### src/rtl/c_fetch_unit_if.sv
// c_fetch_unit_if: instruction-memory request/response bundle.
// Ports: imem_req_o/imem_addr_o (fetch -> mem), imem_gnt_i/imem_rvalid_i/imem_rdata_i (mem -> fetch).
interface c_fetch_unit_if;
    logic        imem_req_o;
    logic [31:0] imem_addr_o;
    logic        imem_gnt_i;
    logic        imem_rvalid_i;
    logic [31:0] imem_rdata_i;

    modport master (
        output imem_req_o,
        output imem_addr_o,
        input  imem_gnt_i,
        input  imem_rvalid_i,
        input  imem_rdata_i
    );

    modport slave (
        input  imem_req_o,
        input  imem_addr_o,
        output imem_gnt_i,
        output imem_rvalid_i,
        output imem_rdata_i
    );
endinterface

### src/rtl/c_fetch_unit.sv
// c_fetch_unit: fetch stage issuing in-order imem requests, buffering
// returned words and presenting the head instruction to IF/ID.
// Ports: clk, reset (async, active-high), StallF, redirect_i, redirect_pc_i,
//   imem (c_fetch_unit_if.master), valid_F, instr_F, pc_F, op_F, funct3_F, funct7b5_F.
// Config: FETCH_PREFETCH_EN defined -> 2-entry queue / 2 outstanding,
//   undefined -> single holding register / 1 outstanding.
module c_fetch_unit #(
    parameter logic [31:0] RESET_PC  = 32'h0000_0000,
    parameter logic [31:0] NOP_INSTR = 32'h0000_0013
) (
    input  logic           clk,
    input  logic           reset,
    input  logic           StallF,
    input  logic           redirect_i,
    input  logic [31:0]    redirect_pc_i,
    c_fetch_unit_if.master imem,
    output logic           valid_F,
    output logic [31:0]    instr_F,
    output logic [31:0]    pc_F,
    output logic [6:0]     op_F,
    output logic [2:0]     funct3_F,
    output logic           funct7b5_F
);

`ifdef FETCH_PREFETCH_EN
    localparam int CAP = 2;
`else
    localparam int CAP = 1;
`endif
    localparam int CW = $clog2(CAP + 1);
    localparam int PW = (CAP > 1) ? $clog2(CAP) : 1;

    localparam logic [CW-1:0] ONE    = CW'(1);
    localparam logic [CW:0]   CAP_LV = (CW + 1)'(CAP);
    localparam logic [PW-1:0] LAST   = PW'(CAP - 1);

    logic [31:0]   r_req_pc;
    logic [31:0]   r_resp_pc;
    logic [CW-1:0] r_out;
    logic [CW-1:0] r_disc;
    logic [CW-1:0] r_count;
    logic [PW-1:0] r_head;
    logic [PW-1:0] r_tail;
    logic [31:0]   r_q_pc   [CAP];
    logic [31:0]   r_q_word [CAP];

    logic [CW:0]   w_inflight;
    logic          w_req;
    logic          w_gnt;
    logic          w_rv;
    logic          w_drop;
    logic          w_push;
    logic          w_pop;
    logic          w_valid;
    logic [31:0]   w_tgt;
    logic [31:0]   w_instr;
    logic [PW-1:0] w_head_nx;
    logic [PW-1:0] w_tail_nx;

    // Slots reserved by in-flight requests count against capacity so a
    // returning word always has room.
    assign w_inflight = {1'b0, r_out} + {1'b0, r_count};
    assign w_req      = !reset && !redirect_i && (w_inflight < CAP_LV);
    assign w_gnt      = w_req && imem.imem_gnt_i;
    assign w_rv       = imem.imem_rvalid_i;
    assign w_drop     = w_rv && (r_disc != '0);
    assign w_push     = w_rv && !w_drop && !redirect_i;
    assign w_valid    = (r_count != '0);
    assign w_pop      = w_valid && !StallF && !redirect_i;
    assign w_tgt      = {redirect_pc_i[31:2], 2'b00};

    assign w_head_nx = (r_head == LAST) ? '0 : r_head + PW'(1);
    assign w_tail_nx = (r_tail == LAST) ? '0 : r_tail + PW'(1);

    assign imem.imem_req_o  = w_req;
    assign imem.imem_addr_o = r_req_pc;

    always_ff @(posedge clk or posedge reset) begin
        if (reset) begin
            r_req_pc  <= RESET_PC;
            r_resp_pc <= RESET_PC;
            r_out     <= '0;
            r_disc    <= '0;
            r_count   <= '0;
            r_head    <= '0;
            r_tail    <= '0;
        end else if (redirect_i) begin
            // A word returning this cycle belongs to the old stream.
            r_req_pc  <= w_tgt;
            r_resp_pc <= w_tgt;
            r_out     <= r_out - CW'(w_rv);
            r_disc    <= r_out - CW'(w_rv);
            r_count   <= '0;
            r_head    <= '0;
            r_tail    <= '0;
        end else begin
            if (w_gnt) begin
                r_req_pc <= r_req_pc + 32'd4;
            end

            unique case ({w_gnt, w_rv})
                2'b10:   r_out <= r_out + ONE;
                2'b01:   r_out <= r_out - ONE;
                default: r_out <= r_out;
            endcase

            if (w_drop) begin
                r_disc <= r_disc - ONE;
            end

            if (w_push) begin
                r_resp_pc <= r_resp_pc + 32'd4;
                r_tail    <= w_tail_nx;
            end

            if (w_pop) begin
                r_head <= w_head_nx;
            end

            unique case ({w_push, w_pop})
                2'b10:   r_count <= r_count + ONE;
                2'b01:   r_count <= r_count - ONE;
                default: r_count <= r_count;
            endcase
        end
    end

    // Queue payload needs no reset; occupancy is tracked by r_count.
    always_ff @(posedge clk) begin
        if (w_push) begin
            r_q_pc[r_tail]   <= r_resp_pc;
            r_q_word[r_tail] <= imem.imem_rdata_i;
        end
    end

    assign w_instr    = w_valid ? r_q_word[r_head] : NOP_INSTR;
    assign valid_F    = w_valid;
    assign instr_F    = w_instr;
    assign pc_F       = w_valid ? r_q_pc[r_head] : 32'd0;
    assign op_F       = w_instr[6:0];
    assign funct3_F   = w_instr[14:12];
    assign funct7b5_F = w_instr[30];

endmodule
### src/flat_wrapper.sv
// flat-port wrapper written by rule: the top's interface ports become plain ports
module c_fetch_unit_flat 
#(
    parameter logic [31:0] RESET_PC  = 32'h0000_0000,
    parameter logic [31:0] NOP_INSTR = 32'h0000_0013
)
  (clk, reset, StallF, redirect_i, redirect_pc_i, valid_F, instr_F, pc_F, op_F, funct3_F, funct7b5_F, imem_imem_req_o, imem_imem_addr_o, imem_imem_gnt_i, imem_imem_rvalid_i, imem_imem_rdata_i);
  c_fetch_unit_if imem_i ();
  input  logic clk;
  input  logic reset;
  input  logic StallF;
  input  logic redirect_i;
  input  logic [31:0] redirect_pc_i;
  output logic valid_F;
  output logic [31:0] instr_F;
  output logic [31:0] pc_F;
  output logic [6:0] op_F;
  output logic [2:0] funct3_F;
  output logic funct7b5_F;
  output wire logic [$bits(imem_i.imem_req_o)-1:0] imem_imem_req_o;
  output wire logic [$bits(imem_i.imem_addr_o)-1:0] imem_imem_addr_o;
  input wire logic [$bits(imem_i.imem_gnt_i)-1:0] imem_imem_gnt_i;
  input wire logic [$bits(imem_i.imem_rvalid_i)-1:0] imem_imem_rvalid_i;
  input wire logic [$bits(imem_i.imem_rdata_i)-1:0] imem_imem_rdata_i;
  assign imem_imem_req_o = imem_i.imem_req_o;
  assign imem_imem_addr_o = imem_i.imem_addr_o;
  assign imem_i.imem_gnt_i = imem_imem_gnt_i;
  assign imem_i.imem_rvalid_i = imem_imem_rvalid_i;
  assign imem_i.imem_rdata_i = imem_imem_rdata_i;
  c_fetch_unit #(.RESET_PC(RESET_PC), .NOP_INSTR(NOP_INSTR)) u_core (.clk(clk), .reset(reset), .StallF(StallF), .redirect_i(redirect_i), .redirect_pc_i(redirect_pc_i), .imem(imem_i), .valid_F(valid_F), .instr_F(instr_F), .pc_F(pc_F), .op_F(op_F), .funct3_F(funct3_F), .funct7b5_F(funct7b5_F));
endmodule
### config.mk
export PLATFORM = sky130hd
export DESIGN_NAME = c_fetch_unit_flat
export DESIGN_NICKNAME = d
export VERILOG_FILES = /design/src/rtl/c_fetch_unit_if.sv /design/src/rtl/c_fetch_unit.sv /design/src/flat_wrapper.sv
export SDC_FILE = /design/constraint.sdc
export NUM_CORES = 1
export LEC_CHECK = 0
export BUFFER_PORTS_ARGS = -buffer_cell sky130_fd_sc_hd__buf_2
export CORE_ASPECT_RATIO = 1.1
export CORE_MARGIN = 4
export CORE_UTILIZATION = 52
export DETAILED_ROUTE_END_ITERATION = 8
export GPL_TIMING_DRIVEN = 1
export PLACE_DENSITY_LB_ADDON = 0.08
export SYNTH_ARGS = -nofsm -noshare
export SYNTH_HDL_FRONTEND = slang
export SYNTH_SLANG_ARGS = --single-unit
### constraint.sdc
create_clock -name clk -period 4.1 [get_ports clk]
set_input_delay 0.205 -clock clk [delete_from_list [all_inputs] [get_ports clk]]
set_output_delay 0.205 -clock clk [all_outputs]
set_load 0.02 [all_outputs]
==> results of run 1 <==
metal layers:
metal	wire length [um]	vias up	track usage, %
li1	-	2297	-
met1	6130	2238	30.1
met2	6730	180	35.2
met3	1100	13	5.49
met4	147	0	6.78
met5	0	-	0
state kept, by name, indices dropped and copies added (netlist names):
name	count
u_core.r_out	1
u_core.r_q_word	32
u_core.r_disc	1
u_core.imem.imem_addr_o	30
u_core.r_resp_pc	30
u_core.r_q_pc	30
u_core.valid_F	1
layout make-up:
| cell class | count | area [um^2] |
|---|---|---|
| clock inverter | 14 | 151 |
| sequential | 125 | 3440 |
| fill | 864 | 3250 |
| tap | 147 | 184 |
| clock buffer | 18 | 429 |
| timing repair buffer | 212 | 1240 |
| multi-input combinational | 363 | 2280 |
| inverter | 9 | 33.8 |
where the power goes:
part	switching (mW)	leakage [nW]	total [mW]	internal (mW)
combinational	0.409	1.71	0.657	0.248
sequential	0.119	1.33	1.59	1.47
clock	0.517	0.276	1.46	0.942
total	1.04	3.32	3.71	2.66
worst paths after layout:
check                                     start                          to  slack (ps)  depth (start not counted)
max                         u_core.r_resp_pc[4]        u_core.r_resp_pc[31]        1660                          5
min                            redirect_pc_i[2]         u_core.r_resp_pc[2]          50                          3
max reg2reg                 u_core.r_resp_pc[4]        u_core.r_resp_pc[31]        1660                          5
min reg2reg                u_core.r_resp_pc[28]        u_core.r_q_pc[0][28]         450                          0
max in group asynchronous                 reset  u_core.imem.imem_addr_o[9]        2730                          4
min in group asynchronous                 reset               u_core.r_disc         480                          3
cells by family after synthesis:
kind of cell / after synthesis / synth area share, %
compound gates: 83 / 8.97
xor+xnor: 37 / 5.47
fa+ha+maj: 2 / 0.422
buf+inv: 45 / 3.91
flops: 125 / 58.0
mux: 5 / 0.950
other cells: 1 / 0.0633
simple gates: 232 / 22.2
cells in the final DEF (no fill, tap or decap), types with 17 or more instances in the layout:
cell           synthesis  final
xor2_1                20     20
dfrtp_1               63     63
and2_1                61     61
dlygate4sd3_1          0     33
nand3_1               23     23
nand4_1               21     21
xnor2_1               17     17
clkbuf_16              0     17
buf_2                  5    172
edfxtp_1              62     62
nand2_1               55     55
nor2_1                23     22
o21ai_0               33     33
metrics by stage:
stage,utilization (%),setup slack [ps],cells
floorplan,-,405,533
global placement,62.2,1680,823
detailed placement,62.2,1670,823
CTS,70.4,1660,888
global route,70.4,1410,888
finish,70.4,1660,888
synth_stat cells (all sizes together) (8+ instances only):
master,instances
and2,61
xnor2,17
o211ai,11
dfrtp,63
nor2,23
o21ai,39
buf,20
xor2,20
o311ai,14
edfxtp,62
nand2,57
inv,9
nor4,8
nand3,24
nor3,9
and3,12
clkbuf,16
nand4,22
worst min-delay path: cells and delay by family:
family                 cells  cell delay [ps]
buffers and inverters      1               80
and+or+nand+nor            1               60
AOI/OAI and AO/OA          1               70
timing repair:
| action | CTS | global route |
|---|---|---|
| hold buffers | 33 | 0 |
| endpoints found under the hold margin | 64 | 0 |
| setup endpoints to repair | 0 | 0 |
==> results.json, run 1 <==
{
  "cpPeakStageDelay_ps": 1010,
  "p_per_area_mw_per_mm2": 478,
  "syn_inst": 530,
  "core_area_mm2": 0.0110,
  "crit_arrival_ps": 2730,
  "ir_worst_vdd_v": 0.000272,
  "cts_buffers": 17,
  "syn_to_final_growth_pct": 30.9,
  "antenna_found_initial": 0,
  "worstPathRequired_ps": 4390,
  "fin_nets": 800,
  "cts.sinks": 125,
  "clk_transition_reported_paths_ps": 50,
  "cap_violations": 0,
  "routabilityCongestion": 0.903,
  "dr.pass1.iters": 5,
  "cts_buffer_depth": 2,
  "crit_family": "simple AND/OR/NAND/NOR gates",
  "rsz0062_at_grt": "no",
  "p_total_mw": 3.71,
  "grt_pass1_wl_um": 22800,
  "final_cell_area_mm2": 0.00776,
  "die_x_um": 110,
  "drc": 0,
  "worstSetupStartpointType": "register",
  "cts_resized": 0,
  "setup.worst_path.end_class": "register",
  "drt_iter0_drc": 245,
  "yosysWarnings": 0,
  "antenna_left": 0,
  "vias": 4728,
  "max_slew_margin_pct": 25.4,
  "cts-root-buf": "clkbuf_16",
  "cts_tree": "done",
  "placed_area_mm2": 0.00685,
  "start_util_pct": 53.8,
  "synth_top_area_share_pct": 31.4,
  "crit_chain": "nand2_1 -> nor4_2 -> nand4_1 -> xnor2_1 -> mux2_2",
  "worst_pin_slew_ps": 1110,
  "p_leak_nw": 3.32,
  "synth_edf_count": 62,
  "num_antenna_cells": 0,
  "ios": 179,
  "worstSetupPathType": "register to register",
  "wirelength_um": 14100,
  "ctsHtreeMaxLevel": 4,
  "fin_crit_ps": 2440,
  "slowest_stage": "nor4_2",
  "drt-vias-per-instance": 5.32,
  "slew_viol_final": 0,
  "status": "complete, no violations",
  "worst-path-max-fanout": 14,
  "dpl.hpwl_um": 9910,
  "fin_skew_ps": 6.61,
  "dieHeight_um": 120,
  "grt_pass1_vias": 4577,
  "grt_use_total_pct": 22.2,
  "fin_crit_sh_pct": 59.6,
  "syn_area_per_cell_um2": 11.2,
  "synth_flop_cell": "dfrtp_1",
  "min_path_type": "input port to register",
  "num_rows": 40,
  "wl_per_cell_um": 15.9,
  "fmax_mhz": 409,
  "synthesis.area_mm2": 0.00593,
  "setup_violations": 0,
  "async_flop_share_pct": 50.4,
  "grt_max_degree": 65,
  "finalSetupTns_ps": 0,
  "drive_gt1_share_pct": 30.5,
  "hold_slack_ps": 48.4,
  "synth_cell_type_count": 49,
  "ys_seq_area_share_pct": 58.0,
  "worstSkewPairLatency_ps": 410,
  "synth.area.top_cells": "edfxtp_1 31%, dfrtp_1 27%, and2_1 6.4%",
  "post-cts-setup-buffer-count": 0,
  "gr-total-overflow": 0,
  "synth_top_area_cell": "edfxtp_1",
  "hold_violations": 0,
  "die_area_mm2": 0.0132,
  "synth_seq_cells": 125,
  "cp_num_buf_inv": 0,
  "port_buffers": 172
}
(Power assumes the default switching activity.)
==> run 2: changes to the inputs <==
--- a/config.mk
+++ b/config.mk
@@ -8,7 +8,7 @@
 export BUFFER_PORTS_ARGS = -buffer_cell sky130_fd_sc_hd__buf_2
 export CORE_ASPECT_RATIO = 1.1
 export CORE_MARGIN = 4
-export CORE_UTILIZATION = 52
+export CORE_UTILIZATION = 47
 export DETAILED_ROUTE_END_ITERATION = 8
 export GPL_TIMING_DRIVEN = 1
 export PLACE_DENSITY_LB_ADDON = 0.08
==> constraint.sdc (replaced) <==
create_clock -name clk -period 2 [get_ports clk]
set_input_delay 0.1 -clock clk [delete_from_list [all_inputs] [get_ports clk]]
set_output_delay 0.1 -clock clk [all_outputs]
set_load 0.02 [all_outputs]
==> results.json, run 2 (synthesis gave the netlist of run 1 again) <==
{
  "dieHeight_um": 126,
  "crit_family": "simple AND/OR/NAND/NOR gates",
  "die_x_um": 115,
  "clk_transition_reported_paths_ps": 60,
  "reg2reg_to": "u_core.imem.imem_addr_o[22]",
  "grt_pass1_vias": 4752,
  "grt_max_degree": 65,
  "routabilityCongestion": 0.861,
  "wirelength_um": 15100,
  "worstSetupPathType": "register to register",
  "gr-usage-met3_pct": 5.33,
  "drt-vias-per-instance": 5.30,
  "drive_gt1_share_pct": 31.6,
  "fin_skew_ps": 6.42,
  "r2r_setup_slack_ps": 110,
  "ios": 179,
  "hold-path-endpoint": "u_core.imem.imem_addr_o[6]",
  "fin_crit_ps": 1890,
  "post-cts-setup-buffer-count": 0,
  "status": "complete, no violations",
  "antenna_found_initial": 0,
  "port_buffers": 172,
  "met2_usage_pct": 31.2,
  "dp_cells": 844,
  "cts_buffer_depth": 2,
  "cp_num_buf_inv": 0,
  "setup.worst_path.end_class": "register",
  "hold_violations": 0,
  "ir_worst_vdd_v": 0.000474,
  "hold_path_depth": 3,
  "cpPeakStageDelay_ps": 420,
  "worstPathRequired_ps": 2290,
  "regToRegStartpoint": "u_core.imem.imem_addr_o[2]",
  "core_area_mm2": 0.0122,
  "p_per_area_mw_per_mm2": 922,
  "worstSkewPairLatency_ps": 400,
  "busiest_layer": "met2",
  "grtUsageMet1_pct": 29.0,
  "die_area_mm2": 0.0145,
  "wl_per_cell_um": 16.2,
  "cap_violations": 0,
  "fmax_mhz": 530,
  "antenna_left": 0,
  "worst_pin_slew_ps": 714,
  "dpl.hpwl_um": 10500,
  "worst-path-max-fanout": 7,
  "dr.pass1.iters": 5,
  "cts_buffers": 17,
  "num_antenna_cells": 0,
  "ctsHtreeMaxLevel": 4,
  "vias": 4956,
  "placed_area_mm2": 0.00698,
  "rsz0062_at_grt": "yes",
  "worstSetupStartpointType": "register",
  "stdcell_count": 935,
  "grt_use_total_pct": 20.8,
  "grt_pass1_wl_um": 24000,
  "finalCoreUtilization_pct": 66.8,
  "cts_tree": "done",
  "final_cell_mix": "172 x buf_2, 62 x edfxtp_1, 61 x dfrtp_1",
  "p_total_mw": 7.50,
  "largest_reg_flops": 32,
  "cts-root-buf": "clkbuf_16",
  "final_common_cell": "buf_2",
  "min_path_type": "input port to register",
  "setup_violations": 0,
  "final_cell_area_mm2": 0.00814,
  "regMostFlops": "u_core.r_q_word",
  "reg2regPathDepth": 6,
  "hold_slack_ps": 32.1,
  "max_slew_margin_pct": 52.4,
  "slowest_stage": "dfrtp_2",
  "syn_to_final_growth_pct": 37.3,
  "crit_chain": "ha_2 -> and3_1 -> nand4_1 -> nor4_1 -> xor2_1 -> mux2_2",
  "num_rows": 42,
  "fin_nets": 840,
  "fin_crit_sh_pct": 94.4,
  "crit_arrival_ps": 2170,
  "fillers": 943,
  "p_leak_nw": 3.50,
  "start_util_pct": 48.6,
  "slew_viol_final": 0,
  "drc": 0,
  "cts.sinks": 125,
  "hp-start": "redirect_pc_i[6]",
  "gr-total-overflow": 0,
  "drt_iter0_drc": 321
}
run 2: through the flow:
step	setup TNS, ps	setup WS, ps
2_1_floorplan	0	6.76
3_3_place_gp	-965	-103
3_5_place_dp	-1680	-173
4_1_cts	0	19.6
5_1_grt	-6.05	-6.05
6_report	0	112
run 2: area by class of cell:
cell class	count	area [um^2]	area share, %
Multi-Input combinational cell	363	2290	28.2
Sequential cell	125	3440	42.3
Clock buffer	22	474	5.83
Timing Repair Buffer	252	1630	20.1
Inverter	9	33.8	0.415
Clock inverter	10	71.3	0.876
Tap cell	154	193	2.37
run 2: timing repair:
action / 4_1_cts / 5_1_grt
hold buffers: 59 / 0
cloned: 0 / 0
resized for setup: 1 / 6
setup endpoints to repair: 17 / 23
hold endpoints to repair: 139 / 0
pin swaps: 0 / 1
run 2: tightest hold or removal path: stages:
cell      delay, ps
buf_2            80
nand2_1          80
o311ai_0        110
run 2: worst max-delay path by stage:
stage,depth (start not counted),from,endpoint,slack [ps]
after floorplan,6,u_core.valid_F,u_core.imem.imem_addr_o[22],7
after global placement,5,u_core.r_out,u_core.imem.imem_addr_o[7],-100
after detailed placement,5,u_core.r_out,u_core.imem.imem_addr_o[13],-170
after CTS,5,u_core.r_out,u_core.imem.imem_addr_o[29],20
after global routing,5,u_core.imem.imem_addr_o[11],u_core.imem.imem_addr_o[29],-6
final,6,u_core.imem.imem_addr_o[2],u_core.imem.imem_addr_o[22],110
run 2: power by group:
group / leakage (nW) / switching (mW) / internal (mW)
sequential: 1.33 / 0.228 / 3.01
clock: 0.276 / 1.00 / 1.78
combinational: 1.90 / 0.889 / 0.587
total: 3.50 / 2.12 / 5.38
run 2: layer usage:
layer	share of wire (%)	vias to the layer above
li1	-	2376
met2	46	230
met1	44	2323
met3	7.7	27
met5	0	-
met4	2.4	0
